<file path="src/rtl/stopwatch_pkg.sv">
// Shared constants, field widths, mode encoding and divisor helpers for the stopwatch core.
// No logic; evaluated at elaboration only.
// No flow control.
package stopwatch_pkg;

    localparam int MS_W  = 10;
    localparam int SEC_W = 6;

    localparam logic [MS_W-1:0]  MS_MAX  = 10'd999;
    localparam logic [SEC_W-1:0] SEC_MAX = 6'd59;

    typedef enum logic {
        MODE_UP   = 1'b0,
        MODE_DOWN = 1'b1
    } mode_e;

    // Prescaler divisor; callers are expected to pick an exact integer ratio of at least 2.
    function automatic int calc_div(input int clk_hz, input int tick_hz);
        return clk_hz / tick_hz;
    endfunction

    function automatic int min_width(input int min_max);
        return (min_max < 1) ? 1 : $clog2(min_max + 1);
    endfunction

endpackage

</file>
<file path="src/rtl/stopwatch_timer_if.sv">
// Control and time-value bundle between the stopwatch core and its user.
// Pure wiring, zero latency.
// No backpressure: controls are levels or one-cycle pulses, outputs are registered levels/pulses.
interface stopwatch_timer_if
    import stopwatch_pkg::*;
#(
    parameter int MW = 6
);
    logic             run;
    logic             clear;
    logic             mode;
    logic             load;
    logic [MW-1:0]    preset_min;
    logic [SEC_W-1:0] preset_sec;
    logic             lap;

    logic [MS_W-1:0]  ms;
    logic [SEC_W-1:0] sec;
    logic [MW-1:0]    min;
    logic [MS_W-1:0]  lap_ms;
    logic [SEC_W-1:0] lap_sec;
    logic [MW-1:0]    lap_min;
    logic             lap_valid;
    logic             tick;
    logic             wrap;
    logic             done;

    modport master (
        output run, clear, mode, load, preset_min, preset_sec, lap,
        input  ms, sec, min, lap_ms, lap_sec, lap_min, lap_valid, tick, wrap, done
    );

    modport slave (
        input  run, clear, mode, load, preset_min, preset_sec, lap,
        output ms, sec, min, lap_ms, lap_sec, lap_min, lap_valid, tick, wrap, done
    );

endinterface

</file>
<file path="src/rtl/stopwatch_timer_tick_gen.sv">
// Prescaler: counts 0..DIV-1 while enabled and flags the last count as a step.
// step is combinational from the count; the counter wraps on the same edge.
// Disabled = hold (fractional period preserved); clr zeroes the count and wins over en.
module tick_gen #(
    parameter int DIV = 4
) (
    input  logic clk,
    input  logic rst,
    input  logic en,
    input  logic clr,
    output logic step
);
    localparam int             CW   = $clog2(DIV);
    localparam logic [CW-1:0]  LAST = CW'(DIV - 1);

    logic [CW-1:0] cnt;

    assign step = en && (cnt == LAST);

    always_ff @(posedge clk or negedge rst) begin
        if (!rst) begin
            cnt <= '0;
        end else if (clr) begin
            cnt <= '0;
        end else if (en) begin
            cnt <= (cnt == LAST) ? '0 : cnt + CW'(1);
        end
    end

endmodule

</file>
<file path="src/rtl/stopwatch_timer.sv">
// Stopwatch/countdown: min:sec:ms advanced by prescaled 1 ms steps, with lap capture and event pulses.
// New time, tick, wrap and done appear one cycle after the stepping edge; clear/load act on the next edge.
// No backpressure; run=0 holds all state, down-count freezes at zero until clear or load.
module stopwatch_timer
    import stopwatch_pkg::*;
#(
    parameter int CLK_HZ  = 50_000_000,
    parameter int TICK_HZ = 1000,
    parameter int MIN_MAX = 59
) (
    input  logic           clk,
    input  logic           rst,
    stopwatch_timer_if.slave sw
);
    localparam int            DIV     = calc_div(CLK_HZ, TICK_HZ);
    localparam int            MW      = min_width(MIN_MAX);
    localparam logic [MW-1:0] MIN_TOP = MW'(MIN_MAX);

    logic [MS_W-1:0]  ms_q, lap_ms_q, nxt_ms;
    logic [SEC_W-1:0] sec_q, lap_sec_q, nxt_sec;
    logic [MW-1:0]    min_q, lap_min_q, nxt_min;
    logic             lap_valid_q, tick_q, wrap_q, done_q, expired_q;
    logic             nxt_wrap, nxt_done;
    logic [MW-1:0]    ld_min;
    logic [SEC_W-1:0] ld_sec;
    logic             down, is_zero, frozen, step;

    assign down    = (mode_e'(sw.mode) == MODE_DOWN);
    assign is_zero = (ms_q == '0) && (sec_q == '0) && (min_q == '0);
    // Down-count never steps from zero, whether it got there by expiring or was simply sitting there.
    assign frozen  = down && (expired_q || is_zero);

    assign ld_min = (sw.preset_min > MIN_TOP) ? MIN_TOP : sw.preset_min;
    assign ld_sec = (sw.preset_sec > SEC_MAX) ? SEC_MAX : sw.preset_sec;

    tick_gen #(
        .DIV (DIV)
    ) u_tick_gen (
        .clk  (clk),
        .rst  (rst),
        .en   (sw.run && !frozen),
        .clr  (sw.clear || sw.load),
        .step (step)
    );

    always_comb begin
        nxt_ms   = ms_q;
        nxt_sec  = sec_q;
        nxt_min  = min_q;
        nxt_wrap = 1'b0;
        nxt_done = 1'b0;
        if (!down) begin
            if (ms_q != MS_MAX) begin
                nxt_ms = ms_q + MS_W'(1);
            end else begin
                nxt_ms = '0;
                if (sec_q != SEC_MAX) begin
                    nxt_sec = sec_q + SEC_W'(1);
                end else begin
                    nxt_sec = '0;
                    if (min_q != MIN_TOP) begin
                        nxt_min = min_q + MW'(1);
                    end else begin
                        nxt_min  = '0;
                        nxt_wrap = 1'b1;
                    end
                end
            end
        end else begin
            if (ms_q != '0) begin
                nxt_ms = ms_q - MS_W'(1);
            end else begin
                nxt_ms = MS_MAX;
                if (sec_q != '0) begin
                    nxt_sec = sec_q - SEC_W'(1);
                end else begin
                    nxt_sec = SEC_MAX;
                    nxt_min = min_q - MW'(1);
                end
            end
            nxt_done = (ms_q == MS_W'(1)) && (sec_q == '0) && (min_q == '0);
        end
    end

    always_ff @(posedge clk or negedge rst) begin
        if (!rst) begin
            ms_q        <= '0;
            sec_q       <= '0;
            min_q       <= '0;
            lap_ms_q    <= '0;
            lap_sec_q   <= '0;
            lap_min_q   <= '0;
            lap_valid_q <= 1'b0;
            tick_q      <= 1'b0;
            wrap_q      <= 1'b0;
            done_q      <= 1'b0;
            expired_q   <= 1'b0;
        end else begin
            tick_q <= 1'b0;
            wrap_q <= 1'b0;
            done_q <= 1'b0;

            // Lap samples the pre-update time; a coincident clear/load below still drops lap_valid.
            if (sw.lap) begin
                lap_ms_q    <= ms_q;
                lap_sec_q   <= sec_q;
                lap_min_q   <= min_q;
                lap_valid_q <= 1'b1;
            end

            if (sw.clear) begin
                ms_q        <= '0;
                sec_q       <= '0;
                min_q       <= '0;
                expired_q   <= 1'b0;
                lap_valid_q <= 1'b0;
            end else if (sw.load) begin
                ms_q        <= '0;
                sec_q       <= ld_sec;
                min_q       <= ld_min;
                expired_q   <= down && (ld_sec == '0) && (ld_min == '0);
                lap_valid_q <= 1'b0;
            end else if (step) begin
                ms_q      <= nxt_ms;
                sec_q     <= nxt_sec;
                min_q     <= nxt_min;
                tick_q    <= 1'b1;
                wrap_q    <= nxt_wrap;
                done_q    <= nxt_done;
                // An up step leaves zero, so a stale expiry no longer applies.
                expired_q <= nxt_done;
            end
        end
    end

    assign sw.ms        = ms_q;
    assign sw.sec       = sec_q;
    assign sw.min       = min_q;
    assign sw.lap_ms    = lap_ms_q;
    assign sw.lap_sec   = lap_sec_q;
    assign sw.lap_min   = lap_min_q;
    assign sw.lap_valid = lap_valid_q;
    assign sw.tick      = tick_q;
    assign sw.wrap      = wrap_q;
    assign sw.done      = done_q;

endmodule
</file>
<file path="src/flat_wrapper.sv">
// flat-port wrapper written by rule: the top's interface ports become plain ports
module stopwatch_timer_flat import stopwatch_pkg::*;
#(
    parameter int CLK_HZ  = 50_000_000,
    parameter int TICK_HZ = 1000,
    parameter int MIN_MAX = 59
)
  (clk, rst, sw_run, sw_clear, sw_mode, sw_load, sw_preset_min, sw_preset_sec, sw_lap, sw_ms, sw_sec, sw_min, sw_lap_ms, sw_lap_sec, sw_lap_min, sw_lap_valid, sw_tick, sw_wrap, sw_done);
  stopwatch_timer_if sw_i ();
  input  logic clk;
  input  logic rst;
  input wire logic [$bits(sw_i.run)-1:0] sw_run;
  input wire logic [$bits(sw_i.clear)-1:0] sw_clear;
  input wire logic [$bits(sw_i.mode)-1:0] sw_mode;
  input wire logic [$bits(sw_i.load)-1:0] sw_load;
  input wire logic [$bits(sw_i.preset_min)-1:0] sw_preset_min;
  input wire logic [$bits(sw_i.preset_sec)-1:0] sw_preset_sec;
  input wire logic [$bits(sw_i.lap)-1:0] sw_lap;
  output wire logic [$bits(sw_i.ms)-1:0] sw_ms;
  output wire logic [$bits(sw_i.sec)-1:0] sw_sec;
  output wire logic [$bits(sw_i.min)-1:0] sw_min;
  output wire logic [$bits(sw_i.lap_ms)-1:0] sw_lap_ms;
  output wire logic [$bits(sw_i.lap_sec)-1:0] sw_lap_sec;
  output wire logic [$bits(sw_i.lap_min)-1:0] sw_lap_min;
  output wire logic [$bits(sw_i.lap_valid)-1:0] sw_lap_valid;
  output wire logic [$bits(sw_i.tick)-1:0] sw_tick;
  output wire logic [$bits(sw_i.wrap)-1:0] sw_wrap;
  output wire logic [$bits(sw_i.done)-1:0] sw_done;
  assign sw_i.run = sw_run;
  assign sw_i.clear = sw_clear;
  assign sw_i.mode = sw_mode;
  assign sw_i.load = sw_load;
  assign sw_i.preset_min = sw_preset_min;
  assign sw_i.preset_sec = sw_preset_sec;
  assign sw_i.lap = sw_lap;
  assign sw_ms = sw_i.ms;
  assign sw_sec = sw_i.sec;
  assign sw_min = sw_i.min;
  assign sw_lap_ms = sw_i.lap_ms;
  assign sw_lap_sec = sw_i.lap_sec;
  assign sw_lap_min = sw_i.lap_min;
  assign sw_lap_valid = sw_i.lap_valid;
  assign sw_tick = sw_i.tick;
  assign sw_wrap = sw_i.wrap;
  assign sw_done = sw_i.done;
  stopwatch_timer #(.CLK_HZ(CLK_HZ), .TICK_HZ(TICK_HZ), .MIN_MAX(MIN_MAX)) u_core (.clk(clk), .rst(rst), .sw(sw_i));
endmodule
</file>
<file path="config.mk">
export PLATFORM = sky130hd
export DESIGN_NAME = stopwatch_timer_flat
export DESIGN_NICKNAME = d
export VERILOG_FILES = /design/src/rtl/stopwatch_pkg.sv /design/src/rtl/stopwatch_timer_if.sv /design/src/rtl/stopwatch_timer_tick_gen.sv /design/src/rtl/stopwatch_timer.sv /design/src/flat_wrapper.sv
export SDC_FILE = /design/constraint.sdc
export NUM_CORES = 1
export LEC_CHECK = 0
export CAP_MARGIN = 20
export CORE_AREA = 2 2 91 93
export DETAILED_ROUTE_END_ITERATION = 16
export DIE_AREA = 0 0 93 95
export PLACE_DENSITY = 0.81
export SLEW_MARGIN = 20
export SYNTH_ARGS = -nofsm -noshare
export SYNTH_HDL_FRONTEND = slang
export SYNTH_SLANG_ARGS = --single-unit
</file>
<file path="constraint.sdc">
create_clock -name clk -period 6.66 [get_ports clk]
set_input_delay 1.332 -clock clk [delete_from_list [all_inputs] [get_ports clk]]
set_output_delay 1.332 -clock clk [all_outputs]
set_load 0.05 [all_outputs]
</file>
## After elaboration in Yosys (flattened, before gate mapping)

Index checks and enable logic that the tools add are counted.

- Reduce and logical (&&, ||, !) cells: 24
- Mux-type cells: 48
- Eq/ne operators: 9
- $lt $le $gt $ge: 2
- Add/sub/neg operators: 7

Operators by type and width:

| operator | count |
|---|---|
| two-way mux 6 bit | 19 |
| two-way mux 10 bit | 6 |
| two-way mux 16 bit | 3 |
| logical NOT 6 bit | 4 |
| two-way mux 1 bit | 20 |
| adder 16 x 1 -> 16 bit (second input constant) | 1 |
| equality test 16 bit (second input constant) | 1 |
| != test 4 bit (second input constant) | 4 |
| adder 6 x 1 -> 6 bit (second input constant) | 2 |
| > comparator 6 bit (second input constant) | 2 |
| != test 6 bit (second input constant) | 2 |
| subtractor 6 x 1 -> 6 bit (second input constant) | 2 |
| adder 10 x 1 -> 10 bit (second input constant) | 1 |
| equality test 10 x 1 -> 1 bit (second input constant) | 1 |
| logical NOT 10 bit | 1 |
| != test 10 bit (second input constant) | 1 |
| nonzero test 10 bit | 1 |
| subtractor 10 x 1 -> 10 bit (second input constant) | 1 |
| logical AND 1 bit | 9 |
| nonzero test 3 bit | 2 |
| nonzero test 6 bit | 1 |
| AND reduction 5 bit | 1 |
| AND reduction 3 bit | 1 |
| logical OR 1 bit | 2 |
| 2 further kinds | 2 |

- Input port bits: 19
- Output and inout port bits: 48
- Bits in registers: 65
- Word-level logic and storage cells: 102

## Logic depth before layout (Yosys ltp)

Gate-level depths: netlist of run 1.

- Word-level depth: 11
- Mapped depth: 11
- Gate-level depth less buffers: 7

## Modules after synthesis

A second synthesis of run 1 with hierarchy kept.

- Cells, all modules: 458
- Area total of the unflattened synthesis: 4269.1 um^2

By module, submodules not included:

| module | cells each | sequential area each (um^2) | area each (um^2) | instances |
|---|---|---|---|---|
| stopwatch_timer | 363 | 1226.2 | 3278.1 | 1 |
| tick_gen | 95 | 400.4 | 991.0 | 1 |

## Least setup slack after synthesis of run 1

No wires, ideal clock.

- Kind: input-to-reg
- Start: in sw_mode
- End: reg u_core.min_q[0] (netlist: u_core.sw.min[0])
- Stages on the path: 7
- Path buffers: 2
- Library setup time: 0.125 ns
- Path slack: 3.497 ns
- Data required time: 6.535 ns
- Arrival time: 3.038 ns
- Path through: buf_2 -> nor3b_1 -> and4_1 -> a21o_1 -> or3_1 -> buf_6 -> mux2_4

- Cells in the longest elaborated chain, start to end: 6
- Elaborated cells on any way between the ends: 14
- Classes of those cells: 4 x eq/ne; 4 x mux; 6 x reduce/logical

RTL lines:

| what | RTL line | source |
|---|---|---|
| from (decl) | flat_wrapper.sv:14 | `input wire logic [$bits(sw_i.mode)-1:0] sw_mode;` |
| logical AND 1 bit | stopwatch_timer.sv:31 | `assign frozen = down && (expired_q \|\| is_zero);` |
| logical NOT 1 bit | stopwatch_timer.sv:41 | `.en (sw.run && !frozen),` |
| logical AND 1 bit | stopwatch_timer.sv:41 |  |
| logical AND 1 bit | stopwatch_timer_tick_gen.sv:18 | `assign step = en && (cnt == LAST);` |
| nonzero test 3 bit (no source line) | -- |  |
| AND reduction 5 bit (no source line) | -- |  |
| to (signal assigned) | stopwatch_timer.sv:120 | `min_q <= ld_min;` |
| to (signal assigned) | stopwatch_timer.sv:126 | `min_q <= nxt_min;` |
| to (decl) | stopwatch_timer.sv:21 | `logic [MW-1:0] min_q, lap_min_q, nxt_min;` |

Parallel ways exist; a longest one is shown, timed or not. The select of a mux whose other input is x is not followed.
A chain may end at the register's enable or synchronous reset.

## Worst setup path after layout of run 1

- Start: in sw_mode
- End: reg u_core.min_q[2] (netlist: u_core.sw.min[2])

The elaborated chain is that of the path after synthesis.

==> results.cfg, run 1 <==
[global_route]
grt_overflow_total = 0
track_usage_pct = 27.3
antenna_found_initial = 0
grt_pass1_vias = 4012
grt_pass1_wl_um = 19200
grt_max_degree = 66

[floorplanning]
core-area_mm2 = 0.00793
die_h_um = 95
initial_core_util_pct = 54.2
rows = 33
pin_count = 67
die_area_mm2 = 0.00884
die_w_um = 93

[synthesis]
synthesis.nets = 499
netlist.area_leader.share_pct = 37.9
syn_inst = 469
syn-cell-area_mm2 = 0.00429
ys.flop_type = dfrtp_1
synth-async-reset-ratio_pct = 100
synth_top_cell_by_area = dfrtp_1
yosys_warnings = 0
ys_top_cells_by_count = 65 x dfrtp_1, 33 x nor2_1, 25 x nand2_1
ys_seq_elements = 65
ys_seq_area_share_pct = 37.9
yosysMostFrequentCell = dfrtp_1
ys_types = 66
synth.avg_cell_area_um2 = 9.16
yosys-top-cells-area = dfrtp_1 38%, mux2_2 6.3%, o31ai_1 3.8%
synth-edff-count = 0

[min_path]
hp-class = reg -> reg

[clocking]
cts_tree = done
ctsResizeCount = 0
cts_num_sinks = 65
clk_pin_slew_ns = 0.07
numCtsBuffers = 9
hold_buffers = 0
cts_max_level = 3
cts.path.max_buffers = 2
cts_root_buf = clkbuf_8
cts_setup_buffers = 0
insertion_delay_ns = 0.35

[placed_design]
post-dp-hpwl_um = 8200
gp_congestion = 0.961
port_buffers = 66
dp_cells = 609

[job]
maxCapViolCount = 0

[timing]
relSlewSlack_pct = 36.1
hold_violations = 0
final-setup-viol-count = 0
clock-skew-final_ns = 0.0107
fmax_mhz = 222
period_minus_slack_ns = 4.50
rsz0062_at_grt = no
setup_tns_ns = 0
worst_pin_slew_ns = 0.955
slew_viol_final = 0
min_period_over_period_pct = 67.6

[finish]
area_growth_pct = 19.4
drive_gt1_share_pct = 10.2
layout.cells.non_filler = 625
num_antenna_cells = 0
final_net_count = 545

[power_and_ir_drop]
power_density_mw_per_mm2 = 262
peakVddDrop_uv = 183
fin_total_pwr_mw = 1.34
p_leak_nw = 2.08

[routing]
drc = 0
drtPass1Iterations = 5
routedWlPerCell_um = 19.0
ant_nets = 0
routed_wl_um = 11800
via_per_inst = 6.60
vias = 4125
dr.first_iter.drc_count = 541

[worst_setup_path]
worstPathMaxFanout = 28
slowest_delay_ns = 1.10
cp-start-kind = input pin
worst-setup-path-type = in -> reg
critPathArrivalTime_ns = 4.74
path_cells = clkdlybuf4s50_1, nor3b_1, and4_1, a21o_1, or3_1, mux2_4
critPathCaptureType = flop
crit_required_ns = 6.90
critPathSlowestCell = clkdlybuf4s50_1

[outcome]
status = complete, no violations
==> layout by cell type, fill, tap and decap left out, types with 6 or more instances in the layout <==
master,count
or4_1,11
nand2_1,25
ha_1,11
mux2_2,24
o21ai_0,22
nand3_1,23
clkdlybuf4s50_1,64
dfrtp_1,65
a31oi_1,7
nor2b_1,10
nand4_1,11
or3_1,7
nor3_1,16
a21oi_1,20
clkbuf_8,9
o22ai_1,6
nor2_1,33
and3_1,9
nand2b_1,9
o31ai_1,22
inv_1,15
==> critical path: cells and delay by family <==
family | cells | cell delay (ns)
muxes | 1 | 0.32
and+or+nand+nor | 3 | 1.53
AOI/OAI and AO/OA | 1 | 0.45
buffers and inverters | 1 | 1.10
==> logic make-up (layout without fill, tap and decap cells) <==
group                      after synthesis  in the layout  synth area share, %
and+or+nand+nor                        184            184                 24.2
AOI/OAI and AO/OA                      125            125                 20.7
adders and majority gates               11             11                 3.21
xor gates and xnor gates                 7              7                 1.43
buffers and inverters                   47             98                 4.63
DFF                                     65             65                 37.9
muxes                                   30             30                 7.93
==> through the flow <==
step	hold WS, ns	setup slack, ns	area [um^2]	utilization [%]
3_3_place_gp	0.486	2.08	4950	62.4
3_5_place_dp	0.493	1.93	4950	62.4
4_1_cts	0.512	2.28	5130	64.8
6_report	0.506	2.16	5130	64.7
2_1_floorplan	0.477	3.50	4290	-
5_1_grt	0.518	1.98	5130	64.7
==> where the power goes <==
part | total (mW) | leakage (nW) | switching, mW | internal, mW
clock network | 0.334 | 0.0933 | 0.162 | 0.173
registers | 0.511 | 0.871 | 0.0729 | 0.438
logic | 0.499 | 1.11 | 0.316 | 0.183
total | 1.34 | 2.08 | 0.550 | 0.794
==> final timing paths <==
check	cells after the start	slack [ns]	endpoint	startpoint
max	6	2.16	u_core.sw.min[2]$_DFFE_PN0P_	sw_mode
min	1	0.51	u_core.sw.lap_min[5]$_DFFE_PN0P_	u_core.sw.lap_min[5]$_DFFE_PN0P_
max reg2reg	7	3.56	u_core.sw.min[2]$_DFFE_PN0P_	u_core.sw.ms[0]$_DFFE_PN0P_
min reg2reg	1	0.51	u_core.sw.lap_min[5]$_DFFE_PN0P_	u_core.sw.lap_min[5]$_DFFE_PN0P_
max in group asynchronous	2	4.95	u_core.sw.ms[7]$_DFFE_PN0P_	rst
min in group asynchronous	2	1.14	u_core.sw.lap_sec[3]$_DFFE_PN0P_	rst
==> flip-flops by register name (all words and copies together), names as in the netlist, 6 cells and up <==
register and count:
u_core.u_tick_gen.cnt 16, u_core.sw.lap_ms 10, u_core.sw.ms 10, u_core.sw.lap_min 6
u_core.sw.lap_sec 6, u_core.sw.min 6, u_core.sw.sec 6
==> final cells by class <==
class / instances / area [um^2]
Clock inverter: 5 / 56.3
Inverter: 15 / 56.3
Tap cell: 105 / 131
Fill cell: 656 / 2800
Multi-Input combinational cell: 357 / 2470
Sequential cell: 65 / 1630
Timing Repair Buffer: 67 / 658
Clock buffer: 11 / 131
==> routing by layer <==
layer	part of all wire [%]	track usage [%]
met1	41	35.8
met2	48	44.3
met3	8.4	5.59
met4	2.7	11.5
met5	0	0
Note: power is estimated with default switching activity, not from simulation.
==> inputs of run 2 (changes only) <==
--- a/config.mk
+++ b/config.mk
@@ -6,10 +6,10 @@
 export NUM_CORES = 1
 export LEC_CHECK = 0
 export CAP_MARGIN = 20
-export CORE_AREA = 2 2 91 93
+export CORE_AREA = 2 2 97 99
 export DETAILED_ROUTE_END_ITERATION = 16
-export DIE_AREA = 0 0 93 95
-export PLACE_DENSITY = 0.81
+export DIE_AREA = 0 0 99 101
+export PLACE_DENSITY = 0.75
 export SLEW_MARGIN = 20
 export SYNTH_ARGS = -nofsm -noshare
 export SYNTH_HDL_FRONTEND = slang
==> constraint.sdc (replaced) <==
create_clock -name clk -period 3.9 [get_ports clk]
set_input_delay 0.78 -clock clk [delete_from_list [all_inputs] [get_ports clk]]
set_output_delay 0.78 -clock clk [all_outputs]
set_load 0.05 [all_outputs]
==> run 2 against run 1 <==
Compared with the run above:
- hold slack got worse by 0.091 ns
- clock power grew 140%
- flip-flop and latch count unchanged
- setup slack got worse by 1.1 ns
- clock-buffer cell count fell by 1
- largest power group unchanged
- utilization fell by 5.6 points
- highest routed layer unchanged
- clock skew decreased by 0.0028 ns
- critical endpoint is now u_core.u_tick_gen.cnt[11]$_DFFE_PN0P_
- routed wire length grew 1.1%
==> results.cfg, run 2 (same netlist as run 1, synthesis figures left out) <==
[floorplanning]
pin_count = 67
die_h_um = 101
initial_core_util_pct = 47.8
die_w_um = 99
core-area_mm2 = 0.00898
rows = 35
die_area_mm2 = 0.0100

[power_and_ir_drop]
peakVddDrop_uv = 284
power_density_mw_per_mm2 = 478
p_leak_nw = 2.17

[worst_setup_path]
critPathCaptureType = flop
worst-setup-path-type = in -> reg
path_cells = clkdlybuf4s50_1, buf_4, or2_2, nor2_1, a21o_1, or4_1, a21oi_1
crit_required_ns = 4.16
critPathArrivalTime_ns = 3.15
slowest_delay_ns = 0.57
cp-start-kind = input pin
path_delay_family = simple AND/OR/NAND/NOR gates
worstPathMaxFanout = 22
critPathSlowestCell = or4_1
path_buf_inv = 2

[placed_design]
gp_congestion = 0.890
post-dp-hpwl_um = 8540
dp_cells = 625
dpl_cell_area_mm2 = 0.00503
dp_slack_ns = 0.687
port_buffers = 66

[timing]
fmax_mhz = 347
slew_viol_final = 0
fin_hold_ws_ns = 0.415
final-setup-viol-count = 0
rsz0062_at_grt = no
fin_ws_ns = 1.02
relSlewSlack_pct = 54.8
hold_violations = 0
setup_tns_ns = 0
min_period_over_period_pct = 73.9
worst_pin_slew_ns = 0.671
period_minus_slack_ns = 2.88
clock-skew-final_ns = 0.00798

[clocking]
cts_num_sinks = 65
cts_root_buf = clkbuf_8
ctsResizeCount = 0
numCtsBuffers = 9
cts_max_level = 3
cts_setup_buffers = 0
cts.path.max_buffers = 2
hold_buffers = 0
clk_pin_slew_ns = 0.08
insertion_delay_ns = 0.35
cts_tree = done

[finish]
largest_reg_flops = 16
drive_gt1_share_pct = 12.1
final_area_mm2 = 0.00530
area_growth_pct = 23.5
fill_cells = 762
final_cell_mix = 65 x clkdlybuf4s50_1, 65 x dfrtp_1, 33 x nor2_1
regMostFlops = u_core.u_tick_gen.cnt
final_net_count = 555
layout.cells.non_filler = 641
num_antenna_cells = 0

[routing]
drtPass1Iterations = 5
vias = 4004
routed_wl_um = 12000
dr.first_iter.drc_count = 256
routedWlPerCell_um = 18.7
ant_nets = 0
via_per_inst = 6.25
drc = 0

[min_path]
hp-class = in -> async

[global_route]
grt_max_degree = 42
track_usage_pct = 24.9
grt_pass1_vias = 3864
grt_pass1_wl_um = 19700
antenna_found_initial = 0
grt_overflow_total = 0

[outcome]
status = complete, no violations

[job]
maxCapViolCount = 0
-- run 2: cell types whose count changed in the layout (fill, tap and decap cells not counted), sizes merged --
cell           delta
bufinv            +3
clkbuf            -1
inv               +1
clkinvlp          -1
clkdlybuf4s50     +1
buf               +9
clkinv            -2
-- run 2: per-stage QoR --
step	utilization (%)	power [mW]
CTS	59.1	2.55
floorplan	-	1.45
global placement	56.0	1.74
finish	59.1	2.53
global route	59.1	2.65
detailed placement	56.0	1.75
-- run 2: worst paths after layout --
kind,startpoint,end,slack [ns],cells past startpoint
max reg2reg,u_core.sw.ms[0]$_DFFE_PN0P_,u_core.sw.sec[0]$_DFFE_PN0P_,1.03,6
min in group clk,u_core.sw.lap_ms[0]$_DFFE_PN0P_,u_core.sw.lap_ms[0]$_DFFE_PN0P_,0.51,1
min,rst,u_core.sw.lap_sec[3]$_DFFE_PN0P_,0.41,1
max in group asynchronous,rst,u_core.sw.ms[9]$_DFFE_PN0P_,2.53,2
max,sw_load,u_core.u_tick_gen.cnt[11]$_DFFE_PN0P_,1.02,7
min reg2reg,u_core.sw.lap_ms[0]$_DFFE_PN0P_,u_core.sw.lap_ms[0]$_DFFE_PN0P_,0.51,1
-- run 2: layout make-up --
class	count	area, um^2	area share (%)
timing repair buffer	77	738	13.9
clock buffer	10	138	2.59
sequential	65	1630	30.7
tap	111	139	2.62
clock inverter	6	138	2.59
multi-input combinational	357	2470	46.5
inverter	15	56.3	1.06
-- run 2: where the power goes --
group,switching [mW],internal (mW),total [mW]
clock,0.285,0.510,0.795
sequential,0.123,0.748,0.871
combinational,0.542,0.327,0.869
-- run 2: layer usage --
| metal | GRT usage [%] | vias up | share of wire [%] |
|---|---|---|---|
| li1 | - | 1893 | - |
| met1 | 33.5 | 1918 | 44 |
| met2 | 40.2 | 168 | 48 |
| met3 | 4.51 | 25 | 6.6 |
| met4 | 9.59 | 0 | 2.1 |
| met5 | 0 | - | 0 |
==> inputs of run 3 (changes only) <==
==> constraint.sdc (replaced) <==
create_clock -name clk -period 2.5 [get_ports clk]
set_input_delay 0.5 -clock clk [delete_from_list [all_inputs] [get_ports clk]]
set_output_delay 0.5 -clock clk [all_outputs]
set_load 0.05 [all_outputs]
==> run 3 against run 2 <==
Compared with the run above:
- critical path depth grew 2
- hold slack worse by 0.25 ns
- sequential share of layout area shrank 2.9 points
- flip-flop and latch count did not move
- setup slack worse by 0.93 ns
- global-route usage is 2.1 points higher
- sequential power increased by 45%
- clock-buffer cell count rose by 2
- register-to-register slack got worse by 0.95 ns
- largest power group is now combinational cells
==> results.cfg, run 3 (same netlist as run 1, synthesis figures left out) <==
[routing]
dr.first_iter.drc_count = 315
ant_nets = 0
routedWlPerCell_um = 18.5
drc = 0
routed_wl_um = 13300
vias = 4471
via_per_inst = 6.24
drtPass1Iterations = 5

[global_route]
antenna_found_initial = 0
grt_pass1_wl_um = 21500
grt_max_degree = 40
grt_pass1_vias = 4351
track_usage_pct = 27.0
grt_overflow_total = 0

[timing]
slew_viol_final = 0
period_minus_slack_ns = 2.42
min_period_over_period_pct = 96.7
fin_ws_ns = 0.0828
final-setup-viol-count = 0
worst_pin_slew_ns = 0.647
setup_tns_ns = 0
relSlewSlack_pct = 56.5
clock-skew-final_ns = 0.00862
hold_violations = 0
rsz0062_at_grt = no
fmax_mhz = 414

[clocking]
insertion_delay_ns = 0.35
cts_root_buf = clkbuf_8
cts_max_level = 3
cts.path.max_buffers = 2
numCtsBuffers = 9
clk_pin_slew_ns = 0.08
cts_num_sinks = 65
cts_tree = done

[worst_setup_path]
r2r_slack_ns = 0.08
slowest_delay_ns = 0.51
critPathLaunch = u_core.sw.ms[1]$_DFFE_PN0P_
path_delay_family = simple AND/OR/NAND/NOR gates
path_buf_inv = 3
critPathArrivalTime_ns = 2.69
endpoint = u_core.sw.min[5]$_DFFE_PN0P_
cp-start-kind = flop
r2r-end = u_core.sw.min[5]$_DFFE_PN0P_
worstPathMaxFanout = 4
r2r_cells = 9
worst-setup-path-type = reg -> reg
path_cells = inv_2, ha_4, or3b_4, nor3_2, buf_4, a311oi_4, or3_4, buf_6, o31ai_2
critPathCaptureType = flop
critPathSlowestCell = dfrtp_4
r2r_start = u_core.sw.ms[1]$_DFFE_PN0P_
crit_required_ns = 2.77
cp.depth = 9

[power_and_ir_drop]
power_density_mw_per_mm2 = 647
power_switching_mw = 1.56
p_comb_share_pct = 44.1
p_leak_nw = 2.51
intPower_mw = 2.26
sequentialPowerShare_pct = 33.1
clock_power_share_pct = 22.8
peakVddDrop_uv = 442
p_sw_share_pct = 40.8

[placed_design]
gp_congestion = 0.942
dp_slack_ns = -0.171
port_buffers = 66
post-dp-hpwl_um = 9870
dp_cells = 698

[floorplanning]
pin_count = 67
rows = 35
die_w_um = 99
initial_core_util_pct = 47.8
die_h_um = 101
die_area_mm2 = 0.0100
core-area_mm2 = 0.00898

[finish]
area_growth_pct = 37.2
regMostFlops = u_core.u_tick_gen.cnt
layout_commonest_cell = buf_4
final_cell_mix = 84 x buf_4, 65 x clkdlybuf4s50_1, 60 x dfrtp_1
final_net_count = 631
drive_gt1_share_pct = 25.7
layout.cells.non_filler = 717
largest_reg_flops = 16
num_antenna_cells = 0

[min_path]
hp-class = in -> async

[job]
maxCapViolCount = 0

[outcome]
status = complete, no violations
## run 3: cell types whose count changed in the layout (fill, tap and decap cells not counted), sizes merged
cell,change
bufinv,-4
clkbuf,+2
buf,+76
inv,-1
clkinvlp,+3
## run 3: per-stage QoR
stage               area, um^2  util [%]  power [mW]  hold WS, ns
floorplan                 4350         -        2.28        0.204
global placement          5640      62.8        2.90        0.483
detailed placement        5640      62.8        2.92        0.495
CTS                       5820      64.8        3.77        0.187
global route              5890      65.6        3.98        0.214
finish                    5890      65.6        3.81        0.161
## run 3: worst reg2reg max path: stages, from the launching register on
cell	delay (ns)
dfrtp_4	0.51
inv_2	0.09
ha_4	0.12
or3b_4	0.38
nor3_2	0.17
buf_4	0.17
a311oi_4	0.11
or3_4	0.45
buf_6	0.15
o31ai_2	0.19
## run 3: power groups by stage
stage                     Clock, mW  Combinational [mW]  Sequential (mW)
after floorplan                   0               0.593             1.69
after global placement            0                1.62             1.28
after detailed placement          0                1.64             1.28
after CTS                     0.865                1.64             1.26
after global routing          0.915                1.78             1.28
final                         0.869                1.68             1.26
## run 3: final cells by class
cell class | count | area [um^2]
Fill cell | 738 | 3080
Sequential cell | 65 | 1640
Inverter | 15 | 56.3
Timing Repair Buffer | 153 | 1340
Clock buffer | 12 | 155
Multi-Input combinational cell | 357 | 2540
Clock inverter | 4 | 27.5
Tap cell | 111 | 139
## run 3: worst min-delay path by stage
stage | to | slack (ns) | depth (start not counted)
4_1_cts | u_core.sw.lap_sec[5]$_DFFE_PN0P_ | 0.19 | 1
6_report | u_core.sw.lap_sec[5]$_DFFE_PN0P_ | 0.16 | 1
5_1_grt | u_core.sw.lap_sec[5]$_DFFE_PN0P_ | 0.21 | 1
3_5_place_dp | u_core.sw.lap_min[3]$_DFFE_PN0P_ | 0.49 | 1
2_1_floorplan | u_core.expired_q$_DFFE_PN0P_ | 0.20 | 0
3_3_place_gp | u_core.sw.lap_valid$_DFFE_PN0P_ | 0.48 | 2
## run 3: metal layers
| layer | GRT usage, % | wire length (um) | vias up |
|---|---|---|---|
| met3 | 4.44 | 897 | 46 |
| met1 | 36.0 | 5710 | 2133 |
| met4 | 10.6 | 405 | 0 |
| met2 | 44.2 | 6280 | 232 |
| li1 | - | - | 2060 |
| met5 | 0 | 0 | - |
## run 3: what timing repair did
action                                  4_1_cts  5_1_grt
endpoints found under the setup margin        0        6
buffers inserted                              0        3
gates resized for setup                       0       11
hold buffers                                  0        0
